[config.mk]
export PLATFORM = sky130hd
export DESIGN_NAME = ctrl_seq
export DESIGN_NICKNAME = d
export VERILOG_FILES = /design/src/rtl/cpu_pkg.sv /design/src/rtl/ctrl_wait_timer.sv /design/src/rtl/ctrl_seq.sv
export SDC_FILE = /design/constraint.sdc
export NUM_CORES = 1
export LEC_CHECK = 0
export CAP_MARGIN = 10
export CORE_MARGIN = 8
export CORE_UTILIZATION = 25
export DETAILED_ROUTE_END_ITERATION = 6
export MAX_ROUTING_LAYER = met4
export PLACE_DENSITY = 0.52
export SLEW_MARGIN = 20
export SYNTH_ARGS = -nofsm -noshare
export SYNTH_HDL_FRONTEND = slang
export SYNTH_SLANG_ARGS = --single-unit
[constraint.sdc]
create_clock -name i_clk -period 2.75 [get_ports i_clk]
set_input_delay 0.55 -clock i_clk [delete_from_list [all_inputs] [get_ports i_clk]]
set_output_delay 0.55 -clock i_clk [all_outputs]
set_load 0.01 [all_outputs]
[src/rtl/cpu_pkg.sv]
// Shared types for the RISC control sequencer: state encoding, opcode classes
// and opcode classification helpers.
package cpu_pkg;

   typedef enum logic [2:0] {
      S_RST    = 3'd0,
      S_FETCH  = 3'd1,
      S_DECODE = 3'd2,
      S_REGRD  = 3'd3,
      S_EXEC   = 3'd4,
      S_MEM    = 3'd5,
      S_WB     = 3'd6,
      S_HALT   = 3'd7
   } state_t;

   // Classes are matched on opcode[4:1]; HALT is the one full 5-bit code.
   localparam logic [3:0] OPC_STORE  = 4'b0111;
   localparam logic [3:0] OPC_LOAD   = 4'b1000;
   localparam logic [3:0] OPC_BRANCH = 4'b1100;
   localparam logic [3:0] OPC_JUMP   = 4'b1101;
   localparam logic [4:0] OPC_HALT   = 5'b11111;

   function automatic logic is_store(input logic [4:0] opcode);
      return opcode[4:1] == OPC_STORE;
   endfunction

   function automatic logic is_load(input logic [4:0] opcode);
      return opcode[4:1] == OPC_LOAD;
   endfunction

   function automatic logic is_branch(input logic [4:0] opcode);
      return opcode[4:1] == OPC_BRANCH;
   endfunction

   function automatic logic is_jump(input logic [4:0] opcode);
      return opcode[4:1] == OPC_JUMP;
   endfunction

   function automatic logic is_halt(input logic [4:0] opcode);
      return opcode == OPC_HALT;
   endfunction

endpackage

[src/rtl/ctrl_wait_timer.sv]
// Memory wait-state timer: counts cycles without ready while a request is open
// and flags expiry on the last allowed cycle unless ready arrives in it.
module ctrl_wait_timer #(
   parameter int MEM_TIMEOUT = 16
) (
   input  logic clk,
   input  logic rst,
   input  logic clear,
   input  logic count,
   input  logic ready,
   output logic expired
);

   localparam int W = $clog2(MEM_TIMEOUT);
   localparam logic [W-1:0] LAST = W'(MEM_TIMEOUT - 1);

   logic [W-1:0] cnt;

   always_ff @(posedge clk) begin
      if (rst || clear) begin
         cnt <= '0;
      end else if (count && !ready && cnt != LAST) begin
         cnt <= cnt + W'(1);
      end
   end

   assign expired = count && !ready && (cnt == LAST);

endmodule

[src/rtl/ctrl_seq.sv]
// Multi-cycle control sequencer for the 16-bit RISC core: FSM, strobe decode
// and retired-instruction counter.
//
// state    | meaning
// S_RST    | in reset / first cycle after reset
// S_FETCH  | instruction fetch, waiting for i_mem_ready
// S_DECODE | decoder captures instruction
// S_REGRD  | register-file read
// S_EXEC   | ALU operation, class dispatch
// S_MEM    | data-memory access (load/store), waiting for i_mem_ready
// S_WB     | write-back and PC update, retires instruction
// S_HALT   | stopped (HALT opcode or memory timeout); only reset exits
module ctrl_seq
   import cpu_pkg::*;
#(
   parameter int MEM_TIMEOUT = 16,
   parameter int CNT_W       = 16
) (
   input  logic             i_clk,
   input  logic             i_rst,
   input  logic [4:0]       i_opcode,
   input  logic             i_mem_ready,
   input  logic             i_branch_taken,
   output logic             o_fetch_req,
   output logic             o_dec_en,
   output logic             o_rf_rd_en,
   output logic             o_alu_en,
   output logic             o_mem_req,
   output logic             o_mem_we,
   output logic             o_rf_we_en,
   output logic             o_pc_inc,
   output logic             o_pc_load,
   output logic [2:0]       o_state,
   output logic             o_halted,
   output logic             o_err_timeout,
   output logic [CNT_W-1:0] o_retired
);

   state_t state;
   logic   waiting;
   logic   expired;
   logic   take_pc;

   assign waiting = (state == S_FETCH) || (state == S_MEM);

   ctrl_wait_timer #(
      .MEM_TIMEOUT(MEM_TIMEOUT)
   ) u_wait_timer (
      .clk    (i_clk),
      .rst    (i_rst),
      .clear  (!waiting),
      .count  (waiting),
      .ready  (i_mem_ready),
      .expired(expired)
   );

   always_ff @(posedge i_clk) begin
      if (i_rst) begin
         state         <= S_RST;
         o_err_timeout <= 1'b0;
         o_retired     <= '0;
      end else begin
         case (state)
            S_RST:    state <= S_FETCH;
            S_FETCH: begin
               if (i_mem_ready) begin
                  state <= S_DECODE;
               end else if (expired) begin
                  state         <= S_HALT;
                  o_err_timeout <= 1'b1;
               end
            end
            S_DECODE: state <= S_REGRD;
            S_REGRD:  state <= S_EXEC;
            S_EXEC: begin
               if (is_halt(i_opcode)) begin
                  state <= S_HALT;
               end else if (is_load(i_opcode) || is_store(i_opcode)) begin
                  state <= S_MEM;
               end else begin
                  state <= S_WB;
               end
            end
            S_MEM: begin
               if (i_mem_ready) begin
                  state <= S_WB;
               end else if (expired) begin
                  state         <= S_HALT;
                  o_err_timeout <= 1'b1;
               end
            end
            S_WB: begin
               state     <= S_FETCH;
               o_retired <= o_retired + CNT_W'(1);
            end
            default:  state <= S_HALT;
         endcase
      end
   end

   // WB decode relies on the decoder holding the opcode stable through the instruction.
   assign take_pc = is_jump(i_opcode) || (is_branch(i_opcode) && i_branch_taken);

   assign o_state     = state;
   assign o_fetch_req = (state == S_FETCH);
   assign o_dec_en    = (state == S_DECODE);
   assign o_rf_rd_en  = (state == S_REGRD);
   assign o_alu_en    = (state == S_EXEC);
   assign o_mem_req   = (state == S_MEM);
   assign o_mem_we    = (state == S_MEM) && is_store(i_opcode);
   assign o_rf_we_en  = (state == S_WB) && !is_store(i_opcode) && !is_branch(i_opcode)
                        && !is_jump(i_opcode);
   assign o_pc_load   = (state == S_WB) && take_pc;
   assign o_pc_inc    = (state == S_WB) && !take_pc;
   assign o_halted    = (state == S_HALT);

endmodule

==> metrics list, run 1 <==
- Leaving out fill and tap cells, the most frequent cells in the layout are 37 x clkdlybuf4s50_1, 24 x dfxtp_1, 20 x nor2_1, 12 x a21oi_1, 8 x nand2_1.
- Tightest Hold Check Type: reg2reg
- In this run the remaining antenna-violating nets after routing total 0.
* Via density per instance: 4.93
- After the first detailed-routing iteration, the DRC count stood at 38.
- Clk buf depth: 2
- Across all layers, the routed design uses 1,183 vias.
- Slack of the worst reg-to-reg path: 900 ps
- The die covers around 0.0073 mm2.
- Antenna violations before repair: 0
* Number of enable flip-flop cells after synthesis: 0
- Initial DRT Pass Iterations: 4
- Dominant synthesized flop cell: dfxtp_1
- Setup total negative slack on the finished layout was measured at 0 ps.
- By area the synthesized netlist is led by dfxtp_1 40%, nor2_1 6.2%, a21oi_1 5.0%, xor2_1 4.4%, xnor2_1 3.6%.
- Hold is met by around 500 ps.
- Half-perimeter wire length after detailed placement: 2510 um
- The via count of the first global-routing pass is roughly 1,200.
- The congestion estimate from routability-driven global placement came to a little under 0.8.
- In this run the static leakage power is between 0.0006 and 0.0007 uW.
- Counting every net in the synthesized netlist gives around 160.
* Actual transition at the worst max-transition pin: between 600 and 700 ps
- Clock tree synthesis inserted a total of 3 buffers.
- Number of max-slew violations in the final report: 0
* Die Width: between 80 and 90 um
* Total number of clock tree sinks: 24
- Post-placement setup slack: between 70 and 80 ps
- Buffers placed on the I/O ports in this run total 38.
- Critical path launch point type: input pin
* Crit. End Element: output port
* FP Rows: 25
* Summed instance area of the synthesized netlist: 0.00120 mm2
- Global routing used approximately 2.6% of the available met3 tracks.
- Met1 global-route usage: a little over a tenth
- Pin placement for this block handled 39 I/O pins.
* Post-synthesis instance total: between 100 and 150
* Hold-fix buffer count after cts: 0
* Setup WS post-layout: 112 ps
- CTS tree: done
* MaxCap Viol Count: 0
- In this run the clock root is driven by a clkbuf_8.
- Gr usage total: under 10%
- Static timing analysis puts the maximum clock frequency at 379 MHz.
- Share of final-layout standard cells stronger than drive strength 1: roughly 6.5%
- For the finished layout, the period the worst path requires is between 2000 and 3000 ps.
- Share of Yosys cell area claimed by the top area cell type: about two fifths
- Share of flip-flops with an asynchronous set or reset after synthesis: 0%
* GR peak layer: met2
* Post-CTS setup-driven buffer insertion count: 0
- Per-cell routed wire length: approximately 13 um
* Floorplan core area: 0.00469 mm2
* Clock latency reported for the late side of the worst-skew pair: 270 ps
- Worst Path Class, Setup: in2out
* Final setup violation count: 0
* Number of design rule violations left after detail routing: 0
* Top fanout value on the critical path: 4
- Relative to the synthesized area, the layout overhead comes to 42.7%.
- In the finished design, the share of the clock period the worst path needs comes to 95.9%.
- Number of hold-slack violations in the final timing report: 0
- During synthesis, Yosys emitted a total of 0 warnings.
* Number of distinct library cell variants in the gate-level netlist after synthesis: between 40 and 50
- Setup repair after global routing left no endpoint under its margin.
- After the last flow step, the layout net total stands at ~200.
- After clock tree synthesis, the repair step resized 0 gates.
- Aggregate routed wire length: roughly 3200 um
- From bottom edge to top edge, the die measures about 85 um.
- Starting utilization of the core area: around a quarter
- Antenna diode count: 0
- Number of synthesized register bits: 24
- In this run the number of H-tree levels came out at 1.
* Data arrival at the endpoint of the critical path: 2090 ps
* Worst Skew: approximately 3.2 ps
- Mean cell area of the mapped netlist: ~8.2 um2
- Entering global routing, the biggest net connects 16 pins.
- For this run, the register share of the synthesized area comes to between 30% and 40%.
* Post-synthesis cell type with the largest combined area: dfxtp_1
- Global-route wire length before repair: between 5000 and 6000 um
- Leaving out fill and tap cells, the most frequent cell in the layout is clkdlybuf4s50_1.
* Worst-case vdd ir drop: approximately 0.00018 V
* Slew HR: a little under three fifths
- Data on the critical path is required at its endpoint by between 2000 and 2500 ps.
- Overall overflow remaining after global route: 0
- Power spread over the standard cell area amounts to roughly 450 mW/mm2.
- Result of the run: complete, no violations
- Global routing consumed, on the met2 layer, about 16% of the routing resources.
- After clock tree synthesis, the clock-pin slew on the worst setup and hold paths is roughly 90 ps.
==> worst max-delay path, cell delays in order <==
cell	delay, ps
clkdlybuf4s50_1	510
nor2b_1	240
o211ai_1	140
nor2_1	110
clkdlybuf4s50_1	550
==> area by class of cell <==
cell class              count  area, um2
clock buffers               3       41.3
clock inverters             1       30.0
fillers                   503       2970
inverters                   7       26.3
multi-input cells         110        668
flip-flops and latches     24        480
well taps                  54       67.6
repair buffers             41        405
==> registers in the layout (all words and copies together), names as in the netlist <==
signal,count
o_state,3
u_wait_timer.cnt,4
o_err_timeout,1
o_retired,16
==> cell families (layout without fill, tap and decap cells) <==
group / after synthesis / after routing / synth area share, %
fa+ha+maj: 2 / 2 / 2.08
flops: 24 / 24 / 39.9
buf+inv: 13 / 52 / 4.67
simple gates: 67 / 67 / 29.7
compound gates: 29 / 29 / 14.9
xor+xnor: 11 / 11 / 8.00
mux: 1 / 1 / 0.831
==> power by group <==
group          switching, uW  leakage [uW]  total (uW)  internal, uW
sequential              6.43      0.000194         360           354
clock                    119     0.0000357         314           195
combinational           52.1      0.000414         105          53.2
total                    178      0.000643         779           601
==> routing by layer <==
metal | share of wire, % | vias up
met5 | 0 | -
met4 | 0.59 | 0
met3 | 4.5 | 2
met2 | 48 | 29
met1 | 47 | 557
li1 | - | 595
==> through the flow <==
step / power, uW / utilization [%] / cells / area [um2]
2_1_floorplan: 421 / - / 147 / 1200
3_3_place_gp: 472 / 35.1 / 236 / 1650
3_5_place_dp: 475 / 35.1 / 236 / 1650
4_1_cts: 790 / 36.6 / 240 / 1720
5_1_grt: 814 / 36.6 / 240 / 1720
6_report: 779 / 36.6 / 240 / 1720
==> Yosys cell counts, types with 2 or more instances <==
cell / instances
a21oi_1: 12
and3_1: 2
buf_2: 3
dfxtp_1: 24
ha_1: 2
inv_1: 7
nand2_1: 8
nand2b_1: 2
nand3_1: 7
nand4_1: 5
nor2_1: 20
nor2b_1: 3
nor3_1: 4
o21ai_0: 6
or2_1: 2
or2_2: 2
or3_1: 4
xnor2_1: 5
xor2_1: 6
==> final timing paths <==
check | from | end | depth (start not counted)
setup / recovery | i_opcode[4] | o_pc_load | 5
hold / removal | u_wait_timer.cnt[1]$_SDFFE_PP0P_ | u_wait_timer.cnt[1]$_SDFFE_PP0P_ | 2
setup reg to reg | o_state[2]$_SDFF_PP0_ | o_retired[14]$_SDFFE_PP0P_ | 4
hold reg to reg | u_wait_timer.cnt[1]$_SDFFE_PP0P_ | u_wait_timer.cnt[1]$_SDFFE_PP0P_ | 2
No activity file was read; power rests on OpenSTA's default activity.
==> run 2: changes to the inputs <==
--- a/config.mk
+++ b/config.mk
@@ -11,6 +11,7 @@
 export DETAILED_ROUTE_END_ITERATION = 6
 export MAX_ROUTING_LAYER = met4
 export PLACE_DENSITY = 0.52
+export RECOVER_POWER = 50
 export SLEW_MARGIN = 20
 export SYNTH_ARGS = -nofsm -noshare
 export SYNTH_HDL_FRONTEND = slang
==> metrics list, run 2 (synthesis results as in run 1) <==
* Max FFs per register: 16 (unchanged)
- Total power density per cell area: 454 mW/mm2 (+0.18%)
- STA classifies the critical path endpoint as an output port.
- Post-CTS setup-driven buffer insertion count: 0 (unchanged)
- Origin of the critical flop-to-flop path: o_state[2]$_SDFF_PP0_
- The buffer depth of the longest clock path is 2 (unchanged).
- The per-cell routed wire length is 13.4 um (-0.83%).
- The via density per instance came to 4.92 (-0.17%).
- The number of nets with antenna violations after detailed routing came to 0 (unchanged).
* Detailed-route via count: 1,181 (-0.17%)
- Sum Neg Setup Slack: 0 ps (unchanged)
* GP Congestion: 0.778 (unchanged)
- The half-perimeter wire length of the detailed placement result was 2510 um (unchanged).
* FP Rows: 25 (unchanged)
* Overall overflow remaining after global route: 0 (unchanged)
- The switching power summed over all nets is 177 uW (-0.42%).
- The critical path is of the in2out type.
- Setup repair after global routing left no endpoint under its margin.
- The clock period minus worst slack came to 2640 ps (-0.00600 ps).
* Endpoint of the worst register-to-register path: o_retired[14]$_SDFFE_PP0P_
- The max-slew headroom at the worst pin is 55.6% (about the same).
* Number of hold-slack violations in the final timing report: 0 (unchanged)
* Tightest hold margin: 493 ps (-0.260 ps)
* Final cell area excluding filler cells: 0.00171 mm2 (-0.36%)
- The iteration-0 DRC count of the detailed router is 50 (+32%).
- Slack of the worst reg-to-reg path: 900 ps (about the same)
- The count of buffers inserted at the top-level ports was 38 (unchanged).
* Antenna diode count: 0 (unchanged)
- The global-route wire length before repair was 5420 um (unchanged).
- Net switching fraction of the power: 22.7% (-0.055 points)
- Number of design rule violations left after detail routing: 0 (unchanged)
* Register bank with the most flops: o_retired
- The die outline area was 0.00730 mm2 (unchanged).
* Antenna violations before repair: 0 (unchanged)
- The total placed instance area is 0.00165 mm2 (unchanged).
* Sequential share of power: 46.3% (about the same)
- The number of cells traversed by the worst hold path was 2 (unchanged).
- Number of placed instances, taps included: 236 (unchanged)
- The leakage power came to 0.000660 uW (+2.7%).
- Worst Skew: 2.89 ps (-0.317 ps)
- Deepest level of the CTS H-tree: 1 (unchanged)
- Die boundary height: 85.4 um (unchanged)
* MaxCap Viol Count: 0 (unchanged)
- The sink count of the clock tree was 24 (unchanged).
- Starting utilization of the core area: 25.7% (unchanged)
- The worst voltage drop across the vdd grid is 0.000179 V (about the same).
* Share of final-layout standard cells stronger than drive strength 1: 5.91% (-0.54 points)
- STA classifies the critical path startpoint as an input pin.
- Worst reg2reg path depth: 4 (unchanged)
- The internal power was 601 uW (-0.11%).
- The library cell used most frequently in the layout, excluding fill and tap cells, is clkdlybuf4s50_1.
- Maximum clock frequency: 379 MHz (unchanged)
- Number of buffers inserted during clock tree synthesis: 3 (unchanged)
* Final setup violation count: 0 (unchanged)
* Gr usage total: 9.33% (unchanged)
* Data arrival at the endpoint of the critical path: 2090 ps (about the same)
* Die Width: 85.4 um (unchanged)
* Pin count of the biggest net entering global routing: 16 (unchanged)
- Initial DRT Pass Iterations: 4 (unchanged)
* Aggregate routed wire length: 3210 um (-0.83%)
* Highest-count cells in the layout ignoring fill and taps: 28 x clkdlybuf4s50_1, 24 x dfxtp_1, 20 x nor2_1, 12 x a21oi_1, 9 x dlygate4sd3_1
* Number of nets in the layout: 198 (unchanged)
- Proportion of power drawn by combinational gates: 13.4% (about the same)
- The standard cell core area is 0.00469 mm2 (unchanged).
* Layout Area Growth over Synthesis: 42.2%
- The final clock period utilization by the worst path is 95.9% (about the same).
- CTS tree: done
* Number of max-slew violations in the final report: 0 (unchanged)
* I/O pin cnt: 39 (unchanged)
- Clock latency reported for the late side of the worst-skew pair: 270 ps (about the same)
- Top fanout value on the critical path: 4 (unchanged)
* Clock tree root driver cell: clkbuf_8
- The via count of the first global-routing pass was 1,157 (unchanged).
- The clock power share is 40.3% (about the same).
* Result of the run: complete, no violations
- Worst Hold End: u_wait_timer.cnt[1]$_SDFFE_PP0P_
* Final std cells w/o fill: 240 (unchanged)
- The worst endpoint required time was 2200 ps (about the same).
* Startpoint of the tightest hold check path: u_wait_timer.cnt[1]$_SDFFE_PP0P_
- The min-delay analysis places its worst path in the category reg2reg.
- Actual transition at the worst max-transition pin: 659 ps (+0.0335 ps)
- Overall power after layout: 778 uW (-0.18%)
* Reg clk slew, reported paths: 90 ps (about the same)
run 2: cell count changes in the layout (fill, tap and decap cells not counted), sizes merged:
cell,delta
clkdlybuf4s50,-9
dlygate4sd3,+9
run 2: final cells by class:
| cell class | count | area (um2) |
|---|---|---|
| fillers | 503 | 2980 |
| multi-input cells | 110 | 662 |
| flip-flops and latches | 24 | 480 |
| repair buffers | 41 | 405 |
| well taps | 54 | 67.6 |
| clock buffers | 3 | 41.3 |
| clock inverters | 1 | 30.0 |
| inverters | 7 | 26.3 |
run 2: worst max-delay path by stage:
stage,start,end,slack (ps),depth (start not counted)
after floorplan,o_retired[0]$_SDFFE_PP0P_,o_retired[14]$_SDFFE_PP0P_,1110,6
after global placement,i_opcode[3],o_mem_we,110,5
after detailed placement,i_opcode[3],o_mem_we,80,5
after CTS,i_opcode[3],o_mem_we,80,5
after global routing,i_opcode[4],o_pc_load,40,5
final,i_opcode[4],o_pc_load,110,5
run 2: worst max-delay path, cell delays in order:
cell and delay [ps]:
clkdlybuf4s50_1 510, nor2b_1 240, o211ai_1 140, nor2_1 110, clkdlybuf4s50_1 550
run 2: power by group through the flow:
stage | logic [uW] | clock network [uW] | registers [uW]
final | 104 | 313 | 360
after global routing | 115 | 336 | 362
after CTS | 107 | 322 | 360
after detailed placement | 107 | 0 | 368
after global placement | 104 | 0 | 368
after floorplan | 51.4 | 0 | 370
run 2: through the flow:
| step | setup slack, ps | utilization (%) |
|---|---|---|
| global route | 39.2 | 36.5 |
| finish | 112 | 36.5 |
| global placement | 105 | 35.1 |
| detailed placement | 75.1 | 35.1 |
| floorplan | 1110 | - |
| CTS | 75.3 | 36.6 |
run 2: metal layers:
layer	global-route usage [%]	part of all wire (%)
met3	2.61	4.7
met1	10.5	47
met5	-	0
met4	2.55	0.59
met2	15.7	48
run 2: what timing repair did:
item / in CTS / in global routing
setup endpoints to repair: 0 / 1
gates resized for setup: 0 / 1
hold buffers: 0 / 0
